File: config.mk
export PLATFORM = sky130hd
export DESIGN_NAME = branch_predict_unit_flat
export DESIGN_NICKNAME = d
export VERILOG_FILES = /design/src/rtl/branch_predict_unit_pkg.sv /design/src/rtl/branch_predict_unit_if.sv /design/src/rtl/branch_predict_unit_cond_eval.sv /design/src/rtl/branch_predict_unit.sv /design/src/flat_wrapper.sv
export SDC_FILE = /design/constraint.sdc
export NUM_CORES = 1
export LEC_CHECK = 0
export CAP_MARGIN = 20
export CELL_PAD_IN_SITES_DETAIL_PLACEMENT = 0
export CELL_PAD_IN_SITES_GLOBAL_PLACEMENT = 1
export CORE_MARGIN = 5
export CORE_UTILIZATION = 39
export DETAILED_ROUTE_END_ITERATION = 8
export DONT_BUFFER_PORTS = 1
export MAX_ROUTING_LAYER = met4
export PLACE_DENSITY_LB_ADDON = 0.2
export SYNTH_ARGS = -nofsm -noshare
export SYNTH_HDL_FRONTEND = slang
export SYNTH_SLANG_ARGS = --single-unit
File: constraint.sdc
create_clock -name clk -period 6.2 [get_ports clk]
set_input_delay 0.31 -clock clk [delete_from_list [all_inputs] [get_ports clk]]
set_output_delay 0.31 -clock clk [all_outputs]
set_load 0.01 [all_outputs]
File: src/rtl/branch_predict_unit_pkg.sv
// Shared constants for the branch predict unit: condition codes,
// flag bit positions and 2-bit BHT counter states.
package branch_predict_unit_pkg;

    localparam logic [3:0] COND_EQ = 4'h0;
    localparam logic [3:0] COND_NE = 4'h1;
    localparam logic [3:0] COND_CS = 4'h2;
    localparam logic [3:0] COND_CC = 4'h3;
    localparam logic [3:0] COND_MI = 4'h4;
    localparam logic [3:0] COND_PL = 4'h5;
    localparam logic [3:0] COND_VS = 4'h6;
    localparam logic [3:0] COND_VC = 4'h7;
    localparam logic [3:0] COND_HI = 4'h8;
    localparam logic [3:0] COND_LS = 4'h9;
    localparam logic [3:0] COND_GE = 4'hA;
    localparam logic [3:0] COND_LT = 4'hB;
    localparam logic [3:0] COND_GT = 4'hC;
    localparam logic [3:0] COND_LE = 4'hD;
    localparam logic [3:0] COND_AL = 4'hE;
    localparam logic [3:0] COND_NV = 4'hF;

    localparam int FLAG_N = 3;
    localparam int FLAG_Z = 2;
    localparam int FLAG_C = 1;
    localparam int FLAG_V = 0;

    localparam logic [1:0] BHT_SNT   = 2'b00;
    localparam logic [1:0] BHT_WNT   = 2'b01;
    localparam logic [1:0] BHT_WT    = 2'b10;
    localparam logic [1:0] BHT_ST    = 2'b11;
    localparam logic [1:0] BHT_RESET = BHT_WNT;

    // Saturating step of a 2-bit taken/not-taken counter.
    function automatic logic [1:0] bht_next(
        input logic [1:0] cnt,
        input logic       taken
    );
        logic [1:0] nxt;
        nxt = cnt;
        if (taken) begin
            if (cnt != BHT_ST)
                nxt = cnt + 2'd1;
        end else begin
            if (cnt != BHT_SNT)
                nxt = cnt - 2'd1;
        end
        return nxt;
    endfunction

endpackage

File: src/rtl/branch_predict_unit_if.sv
// Fetch-prediction and EX-resolution bundle for the branch predict unit.
// master = pipeline side, slave = predictor.
interface branch_predict_unit_if #(
    parameter int PC_WIDTH  = 32,
    parameter int CNT_WIDTH = 16
);
    logic [PC_WIDTH-1:0]  if_pc;
    logic                 if_pred_taken;
    logic                 ex_valid;
    logic                 ex_branch;
    logic [PC_WIDTH-1:0]  ex_pc;
    logic [3:0]           ex_cond;
    logic [3:0]           ex_flags;
    logic                 ex_pred_taken;
    logic                 res_valid;
    logic                 res_taken;
    logic                 mispredict;
    logic [CNT_WIDTH-1:0] branch_count;
    logic [CNT_WIDTH-1:0] mispred_count;

    modport master (
        output if_pc,
        output ex_valid,
        output ex_branch,
        output ex_pc,
        output ex_cond,
        output ex_flags,
        output ex_pred_taken,
        input  if_pred_taken,
        input  res_valid,
        input  res_taken,
        input  mispredict,
        input  branch_count,
        input  mispred_count
    );

    modport slave (
        input  if_pc,
        input  ex_valid,
        input  ex_branch,
        input  ex_pc,
        input  ex_cond,
        input  ex_flags,
        input  ex_pred_taken,
        output if_pred_taken,
        output res_valid,
        output res_taken,
        output mispredict,
        output branch_count,
        output mispred_count
    );

endinterface

File: src/rtl/branch_predict_unit_cond_eval.sv
// Combinational condition-code evaluator: {N,Z,C,V} + cond -> taken.
// Also usable by predicated-execution logic.
module branch_predict_unit_cond_eval
    import branch_predict_unit_pkg::*;
(
    input  logic [3:0] i_cond,
    input  logic [3:0] i_flags,
    output logic       o_taken
);

    logic w_n;
    logic w_z;
    logic w_c;
    logic w_v;

    assign w_n = i_flags[FLAG_N];
    assign w_z = i_flags[FLAG_Z];
    assign w_c = i_flags[FLAG_C];
    assign w_v = i_flags[FLAG_V];

    always_comb begin
        o_taken = 1'b0;
        unique case (i_cond)
            COND_EQ: o_taken = w_z;
            COND_NE: o_taken = ~w_z;
            COND_CS: o_taken = w_c;
            COND_CC: o_taken = ~w_c;
            COND_MI: o_taken = w_n;
            COND_PL: o_taken = ~w_n;
            COND_VS: o_taken = w_v;
            COND_VC: o_taken = ~w_v;
            COND_HI: o_taken = w_c & ~w_z;
            COND_LS: o_taken = ~w_c | w_z;
            COND_GE: o_taken = (w_n == w_v);
            COND_LT: o_taken = (w_n != w_v);
            COND_GT: o_taken = ~w_z & (w_n == w_v);
            COND_LE: o_taken = w_z | (w_n != w_v);
            COND_AL: o_taken = 1'b1;
            COND_NV: o_taken = 1'b0;
        endcase
    end

endmodule

File: src/rtl/branch_predict_unit.sv
// Branch predictor: resolves EX branches, trains a 2-bit counter BHT
// and reports registered outcome, mispredict and statistics.
module branch_predict_unit
    import branch_predict_unit_pkg::*;
#(
    parameter int PC_WIDTH  = 32,
    parameter int BHT_DEPTH = 64,
    parameter int CNT_WIDTH = 16
) (
    input  logic                  clk,
    input  logic                  reset,
    branch_predict_unit_if.slave  bpu
);

    localparam int IDX_W = $clog2(BHT_DEPTH);

    logic [1:0]           r_bht [BHT_DEPTH];
    logic                 r_res_valid;
    logic                 r_res_taken;
    logic                 r_mispredict;
    logic [CNT_WIDTH-1:0] r_branch_count;
    logic [CNT_WIDTH-1:0] r_mispred_count;

    logic [IDX_W-1:0]     w_if_idx;
    logic [IDX_W-1:0]     w_ex_idx;
    logic                 w_taken;
    logic                 w_resolve;
    logic                 w_miss;
    logic                 w_unused_pc;

    assign w_if_idx  = bpu.if_pc[IDX_W+1:2];
    assign w_ex_idx  = bpu.ex_pc[IDX_W+1:2];
    assign w_resolve = bpu.ex_valid & bpu.ex_branch;
    assign w_miss    = (w_taken != bpu.ex_pred_taken);

    // No tags: address bits outside the index only alias.
    assign w_unused_pc = ^{bpu.if_pc[PC_WIDTH-1:IDX_W+2],
                           bpu.if_pc[1:0],
                           bpu.ex_pc[PC_WIDTH-1:IDX_W+2],
                           bpu.ex_pc[1:0]};

    branch_predict_unit_cond_eval u_cond_eval (
        .i_cond  (bpu.ex_cond),
        .i_flags (bpu.ex_flags),
        .o_taken (w_taken)
    );

    // Read before write: a same-cycle update shows up next cycle.
    assign bpu.if_pred_taken = r_bht[w_if_idx][1];

    always_ff @(posedge clk) begin
        if (reset) begin
            for (int i = 0; i < BHT_DEPTH; i++)
                r_bht[i] <= BHT_RESET;
            r_res_valid     <= 1'b0;
            r_res_taken     <= 1'b0;
            r_mispredict    <= 1'b0;
            r_branch_count  <= '0;
            r_mispred_count <= '0;
        end else begin
            r_res_valid  <= w_resolve;
            r_res_taken  <= w_resolve & w_taken;
            r_mispredict <= w_resolve & w_miss;
            if (w_resolve) begin
                r_bht[w_ex_idx] <= bht_next(r_bht[w_ex_idx], w_taken);
                if (~&r_branch_count)
                    r_branch_count <= r_branch_count + 1'b1;
                if (w_miss && ~&r_mispred_count)
                    r_mispred_count <= r_mispred_count + 1'b1;
            end
        end
    end

    assign bpu.res_valid     = r_res_valid;
    assign bpu.res_taken     = r_res_taken;
    assign bpu.mispredict    = r_mispredict;
    assign bpu.branch_count  = r_branch_count;
    assign bpu.mispred_count = r_mispred_count;

endmodule

File: src/flat_wrapper.sv
// flat-port wrapper written by rule: the top's interface ports become plain ports
module branch_predict_unit_flat import branch_predict_unit_pkg::*;
#(
    parameter int PC_WIDTH  = 32,
    parameter int BHT_DEPTH = 64,
    parameter int CNT_WIDTH = 16
)
  (clk, reset, bpu_if_pc, bpu_ex_valid, bpu_ex_branch, bpu_ex_pc, bpu_ex_cond, bpu_ex_flags, bpu_ex_pred_taken, bpu_if_pred_taken, bpu_res_valid, bpu_res_taken, bpu_mispredict, bpu_branch_count, bpu_mispred_count);
  branch_predict_unit_if #(.PC_WIDTH(PC_WIDTH), .CNT_WIDTH(CNT_WIDTH)) bpu_i ();
  input  logic clk;
  input  logic reset;
  input wire logic [$bits(bpu_i.if_pc)-1:0] bpu_if_pc;
  input wire logic [$bits(bpu_i.ex_valid)-1:0] bpu_ex_valid;
  input wire logic [$bits(bpu_i.ex_branch)-1:0] bpu_ex_branch;
  input wire logic [$bits(bpu_i.ex_pc)-1:0] bpu_ex_pc;
  input wire logic [$bits(bpu_i.ex_cond)-1:0] bpu_ex_cond;
  input wire logic [$bits(bpu_i.ex_flags)-1:0] bpu_ex_flags;
  input wire logic [$bits(bpu_i.ex_pred_taken)-1:0] bpu_ex_pred_taken;
  output wire logic [$bits(bpu_i.if_pred_taken)-1:0] bpu_if_pred_taken;
  output wire logic [$bits(bpu_i.res_valid)-1:0] bpu_res_valid;
  output wire logic [$bits(bpu_i.res_taken)-1:0] bpu_res_taken;
  output wire logic [$bits(bpu_i.mispredict)-1:0] bpu_mispredict;
  output wire logic [$bits(bpu_i.branch_count)-1:0] bpu_branch_count;
  output wire logic [$bits(bpu_i.mispred_count)-1:0] bpu_mispred_count;
  assign bpu_i.if_pc = bpu_if_pc;
  assign bpu_i.ex_valid = bpu_ex_valid;
  assign bpu_i.ex_branch = bpu_ex_branch;
  assign bpu_i.ex_pc = bpu_ex_pc;
  assign bpu_i.ex_cond = bpu_ex_cond;
  assign bpu_i.ex_flags = bpu_ex_flags;
  assign bpu_i.ex_pred_taken = bpu_ex_pred_taken;
  assign bpu_if_pred_taken = bpu_i.if_pred_taken;
  assign bpu_res_valid = bpu_i.res_valid;
  assign bpu_res_taken = bpu_i.res_taken;
  assign bpu_mispredict = bpu_i.mispredict;
  assign bpu_branch_count = bpu_i.branch_count;
  assign bpu_mispred_count = bpu_i.mispred_count;
  branch_predict_unit #(.PC_WIDTH(PC_WIDTH), .BHT_DEPTH(BHT_DEPTH), .CNT_WIDTH(CNT_WIDTH)) u_core (.clk(clk), .reset(reset), .bpu(bpu_i));
endmodule
# --- Word-level counts from Yosys, hierarchy flattened ---
# Memories as Yosys holds them, arrays and structs flattened.
# Index checks and enable logic that the tools add are counted.
op_classes:
  bitwise: 12
  mux: 14
  n_addsub: 4
  n_eq_ne: 19
  n_reduce_logical: 9
op_table:
  columns: ["operator", "n"]
  rows:
  - ["16-bit by 1-bit adder with 16-bit output (second input constant)", 2]
  - ["4-bit == test (second input constant)", 8]
  - ["16-bit AND reduction", 2]
  - ["4-bit by 3-bit == test with 1-bit output (second input constant)", 4]
  - ["1-bit one-hot mux with 16 select lines", 1]
  - ["2-bit 2-to-1 mux", 6]
  - ["4-bit by 2-bit == test with 1-bit output (second input constant)", 2]
  - ["1-bit 2-to-1 mux", 6]
  - ["6-bit 2-to-1 mux", 1]
  - ["1-bit bitwise AND", 5]
  - ["1-bit inverter", 5]
  - ["4-bit by 1-bit == test with 1-bit output (second input constant)", 1]
  - ["4-bit zero test", 1]
  - ["2-bit AND reduction", 2]
  - ["2-bit by 1-bit adder with 2-bit output (second input constant)", 1]
  - ["1-bit inequality test", 2]
  - ["2-bit inequality test (second input constant)", 1]
  - ["1-bit OR", 2]
  - ["2-bit nonzero test", 1]
  - ["2-bit OR reduction", 1]
  - ["2-bit by 1-bit subtractor with 2-bit output (second input constant)", 1]
  - ["1-bit == test", 1]
  - ["1-bit logical AND", 1]
  - ["1-bit zero test", 1]
totals:
  in_bits: 77
  ramBits: 128
  memories: 1
  regBits: 35
memory_table:
  columns: ["memory", "depth", "word_bits", "read_ports", "rd_clocked_by_memory_dff", "wr", "line", "rtl"]
  rows:
  - ["u_core.r_bht", 64, 2, 2, 0, 64, "branch_predict_unit.sv:17", "logic [1:0] r_bht [BHT_DEPTH];"]

# --- Longest topological paths before layout ---
depth:
  ltp_word: 7
  mapped_depth: 12
  depth_no_buf: 8

# --- Modules after synthesis ---
# From an unflattened synthesis, not the netlist that was laid out.
unflattened:
  cells_unflattened: 804
  area_unflattened_um2: 8823.5
modules_own_cells:
  columns: ["module", "area_per_inst_um2", "n_inst", "seq_area_each_um2", "cells_per_inst"]
  rows:
  - ["branch_predict_unit", 8668.3, 1, 4544.4, 781]
  - ["branch_predict_unit_cond_eval", 155.1, 1, 0.0, 23]

# --- Least setup slack after synthesis ---
# OpenSTA, ideal clock, no wires.
synth_path:
  path_type: "input -> output"
  start: "in bpu_if_pc[2]"
  end: "out bpu_if_pred_taken"
  arrival_time_ns: 2.750
  path_stages: 5
  path_slack_ns: 3.140
  path_cell_list: "clkbuf_1 -> buf_1 -> mux4_2 -> mux4_2 -> mux4_2"
synth_between:
  elab_chain_cells: 1
synth_rtl:
  columns: ["item", "line", "rtl"]
  rows:
  - ["start, declared", "flat_wrapper.sv:12", "input wire logic [$bits(bpu_i.if_pc)-1:0] bpu_if_pc;"]
  - ["memory 64 x 2 bit", null, null]
  - ["end, declared", "flat_wrapper.sv:19", "output wire logic [$bits(bpu_i.if_pred_taken)-1:0] bpu_if_pred_taken;"]
# Every way passes these cells.

==> impl_metrics.py <==
metrics = {
    "outcome": {
        "status": "finished, final reports clean",
    },
    "yosys": {
        "synth_area_leaders": "edfxtp_1 43%, mux4_2 9.0%, dfxtp_1 7.8%",
        "synth_top_area_share_pct": 42.88,
        "synth_common_cells": "128 x edfxtp_1, 80 x nand3_1, 65 x nor3_1",
        "synth_nets": 881,
        "synthCells": 802,
        "synth_ff_type": "edfxtp_1",
        "async_flop_share_pct": 0,
        "yosys.cell_types.count": 67,
        "seq_area_frac_synth_pct": 50.69,
        "synth_area_per_cell_sq_um": 11.18,
        "synth_edf_count": 128,
        "synth_xor_area_share_pct": 1.563,
        "synth_area_sq_um": 8965,
        "yosys_warnings": 0,
        "synth_seq_cells": 163,
        "synthSimpleGateAreaFrac_pct": 20.74,
        "synth_top_area_cell": "edfxtp_1",
        "yosysMostFrequentCell": "edfxtp_1",
        "synth_compound_area_share_pct": 9.672,
        "synthAdderAreaFrac_pct": 0.2791,
        "muxShareOfSynthArea_pct": 12.74,
        "synth_top_family_by_area": "simple AND/OR/NAND/NOR gates",
    },
    "global_route": {
        "grt_util_met2_pct": 31.72,
        "use_met1_pct": 25.69,
        "grt_pass1_wl_microns": 39870,
        "grtUsageMet3_pct": 5.945,
        "busiest_layer": "met2",
        "grt.overflow.total": 0,
        "grt_pass1_vias": 6798,
        "antenna_found_initial": 0,
        "grt_max_degree": 84,
        "grt_usage_pct": 20.54,
    },
    "detailed_routing": {
        "totalWireLength_microns": 25930,
        "drc": 0,
        "vias": 6715,
        "vias_per_cell": 6.329,
        "drt-initial-drc-count": 635,
        "dr.pass1.iters": 5,
        "ant_nets": 0,
        "wl_per_cell_microns": 24.44,
    },
    "clock_tree": {
        "cts_buffer_depth": 2,
        "cts_root_buf": "clkbuf_16",
        "cts_sinks": 163,
        "cts_buffers": 17,
        "holdBufCountCts": 1,
        "postCtsSetupBuffers": 0,
        "clkLatencyLatePin_ns": 0.44,
        "htreeDepth": 4,
        "cts_resized": 0,
        "clk_pin_slew_worst_paths_ns": 0.07,
        "cts_tree": "done",
    },
    "setup_path": {
        "path_max_fanout": 44,
        "cp-startpoint": "u_core.r_bht[53][0]",
        "arrival_ns": 4.09,
        "reg2reg_from": "u_core.r_bht[53][0]",
        "worstSetupPathType": "flop to flop",
        "cp-start-kind": "flop",
        "critPathRequiredTime_ns": 6.34,
        "crit_path_end_kind": "flop",
    },
    "pwr": {
        "peakVddDrop_uv": 165.8,
        "p_leak_nw": 2.963,
        "powerDensity_nw_per_um2": 260.1,
        "p_sw_uw": 668.7,
        "p_clk_share_pct": 41.3,
        "p_total_mw": 2.523,
        "pwr-share-seq_pct": 48.0,
        "comb_power_share_pct": 10.7,
        "switching_share_pct": 26.51,
        "p_int_mw": 1.854,
    },
    "cells_and_area": {
        "drive_gt1_share_pct": 15.34,
        "fin_nets": 842,
        "regArea_sq_um": 4544,
        "diodes": 0,
        "nFillCells": 2141,
        "multiInputGateArea_sq_um": 4049,
        "synthToLayoutAreaGrowth_pct": 8.179,
    },
    "timing": {
        "fin_crit_sh_pct": 63.63,
        "finalHoldViolCount": 0,
        "period_minus_slack_ns": 3.945,
        "fmax_mhz": 253.5,
        "fin_worst_skew_ns": 0.01286,
        "finalSetupViolCount": 0,
        "worstMarginPinSlew_ns": 1.024,
        "rsz0062_at_grt": "false",
        "hold_ws_ns": 0.04263,
        "tns_ns": 0,
        "drv_slew": 0,
        "relSlewSlack_pct": 31.50,
    },
    "die": {
        "die_h_microns": 161.6,
        "fp-row-count": 55,
        "start_util_pct": 39.60,
        "die_x_microns": 161.6,
        "io_pins": 113,
        "core_sq_um": 22640,
        "die_area_sq_um": 26120,
    },
    "placed_design": {
        "dp_hpwl_microns": 16660,
        "place_congestion": 0.8283,
        "portBuffers": 0,
    },
    "worst_hold_path": {
        "hp-start": "reset",
        "hold_class": "input port to flop",
    },
    "flow_run": {
        "cap_violations": 0,
    },
}
metrics by stage:
step                cells  setup WS [ns]  utilization (%)  instance area, sq um
floorplan             802          3.140                -                  8965
global placement     1025          2.227            40.04                  9066
detailed placement   1027          2.307            40.20                  9101
CTS                  1060          2.281            42.79                  9687
global route         1061          2.174            42.84                  9698
finish               1061          2.255            42.84                  9698
flip-flops by register name, summed over array words and instances (netlist names):
| signal | flops |
|---|---|
| u_core.r_bht | 128 |
| u_core.bpu.branch_count | 16 |
| u_core.bpu.mispred_count | 16 |
| u_core.bpu.mispredict | 1 |
| u_core.bpu.res_taken | 1 |
| u_core.bpu.res_valid | 1 |
cell type report:
class / count / share of cell area, %
multi-input cells: 557 / 41.75
clock inverters: 13 / 1.148
well taps: 285 / 3.677
clock buffers: 19 / 4.786
flip-flops and latches: 163 / 46.86
inverters: 9 / 0.3483
repair buffers: 15 / 1.432
power groups by stage:
stage                     Combinational (mW)  Sequential [mW]  Clock [mW]
after floorplan                        0.233             1.23           0
after global placement                 0.249             1.23           0
after detailed placement               0.262             1.24           0
after CTS                              0.266             1.21        1.05
after global routing                   0.286             1.21        1.10
final                                  0.269             1.21        1.04
placed cells by master (no fill, tap or decap), types with 4 or more instances in the layout:
cell type  netlist  final
dfxtp_1         35     35
or3_1            7      7
nor2b_1          8      8
inv_6            0      6
mux4_2          36     36
nand3b_1         8      8
edfxtp_1       128    128
nand2_1         43     43
a31oi_1          6      6
nor2_1          44     43
and3_1           9      9
nor4b_1          4      4
nand4_1          8      8
mux2_2           9      9
mux2i_1         23     23
a22oi_1          4      4
xor2_1           7      7
nor4_1          11     11
a21o_1           9      9
or2_2            6      6
inv_1            6      6
and4_1           7      7
a21oi_1         16     16
nor2_2          10     11
nand2b_1        17     17
o21ai_0         16     16
buf_4            2     12
xnor2_1          9      9
nor3_1          65     65
nand3_1         80     80
o21bai_1        44     44
clkbuf_16        0     18
logic make-up after synthesis:
| logic type | count (synthesis) |
|---|---|
| buf+inv | 82 |
| xor+xnor | 16 |
| compound gates | 123 |
| mux | 68 |
| simple gates | 348 |
| fa+ha+maj | 2 |
| flops | 163 |
critical path, stage by stage (launching register included):
cell and delay, ns:
edfxtp_1 0.35, and4b_1 0.20, or4_1 0.53, o21ai_1 0.25, o2111ai_1 0.30, or4_4 0.63
a21oi_4 0.60, buf_4 0.63, nor4_1 0.13
final timing paths:
check	slack, ns	to	cells after the start
setup reg to reg	2.25	u_core.r_bht[31][1]	8
setup / recovery	2.25	u_core.r_bht[31][1]	8
hold reg to reg	0.55	u_core.bpu.branch_count[5]	2
hold / removal	0.04	u_core.bpu.res_valid	1
routing by layer:
metal	routed length, microns	vias up	part of all wire, %
li1	-	2986	-
met1	10620	3387	41
met2	12330	292	48
met3	2252	50	8.7
met4	734	0	2.8
met5	0	-	0
(Power assumes the default switching activity.)
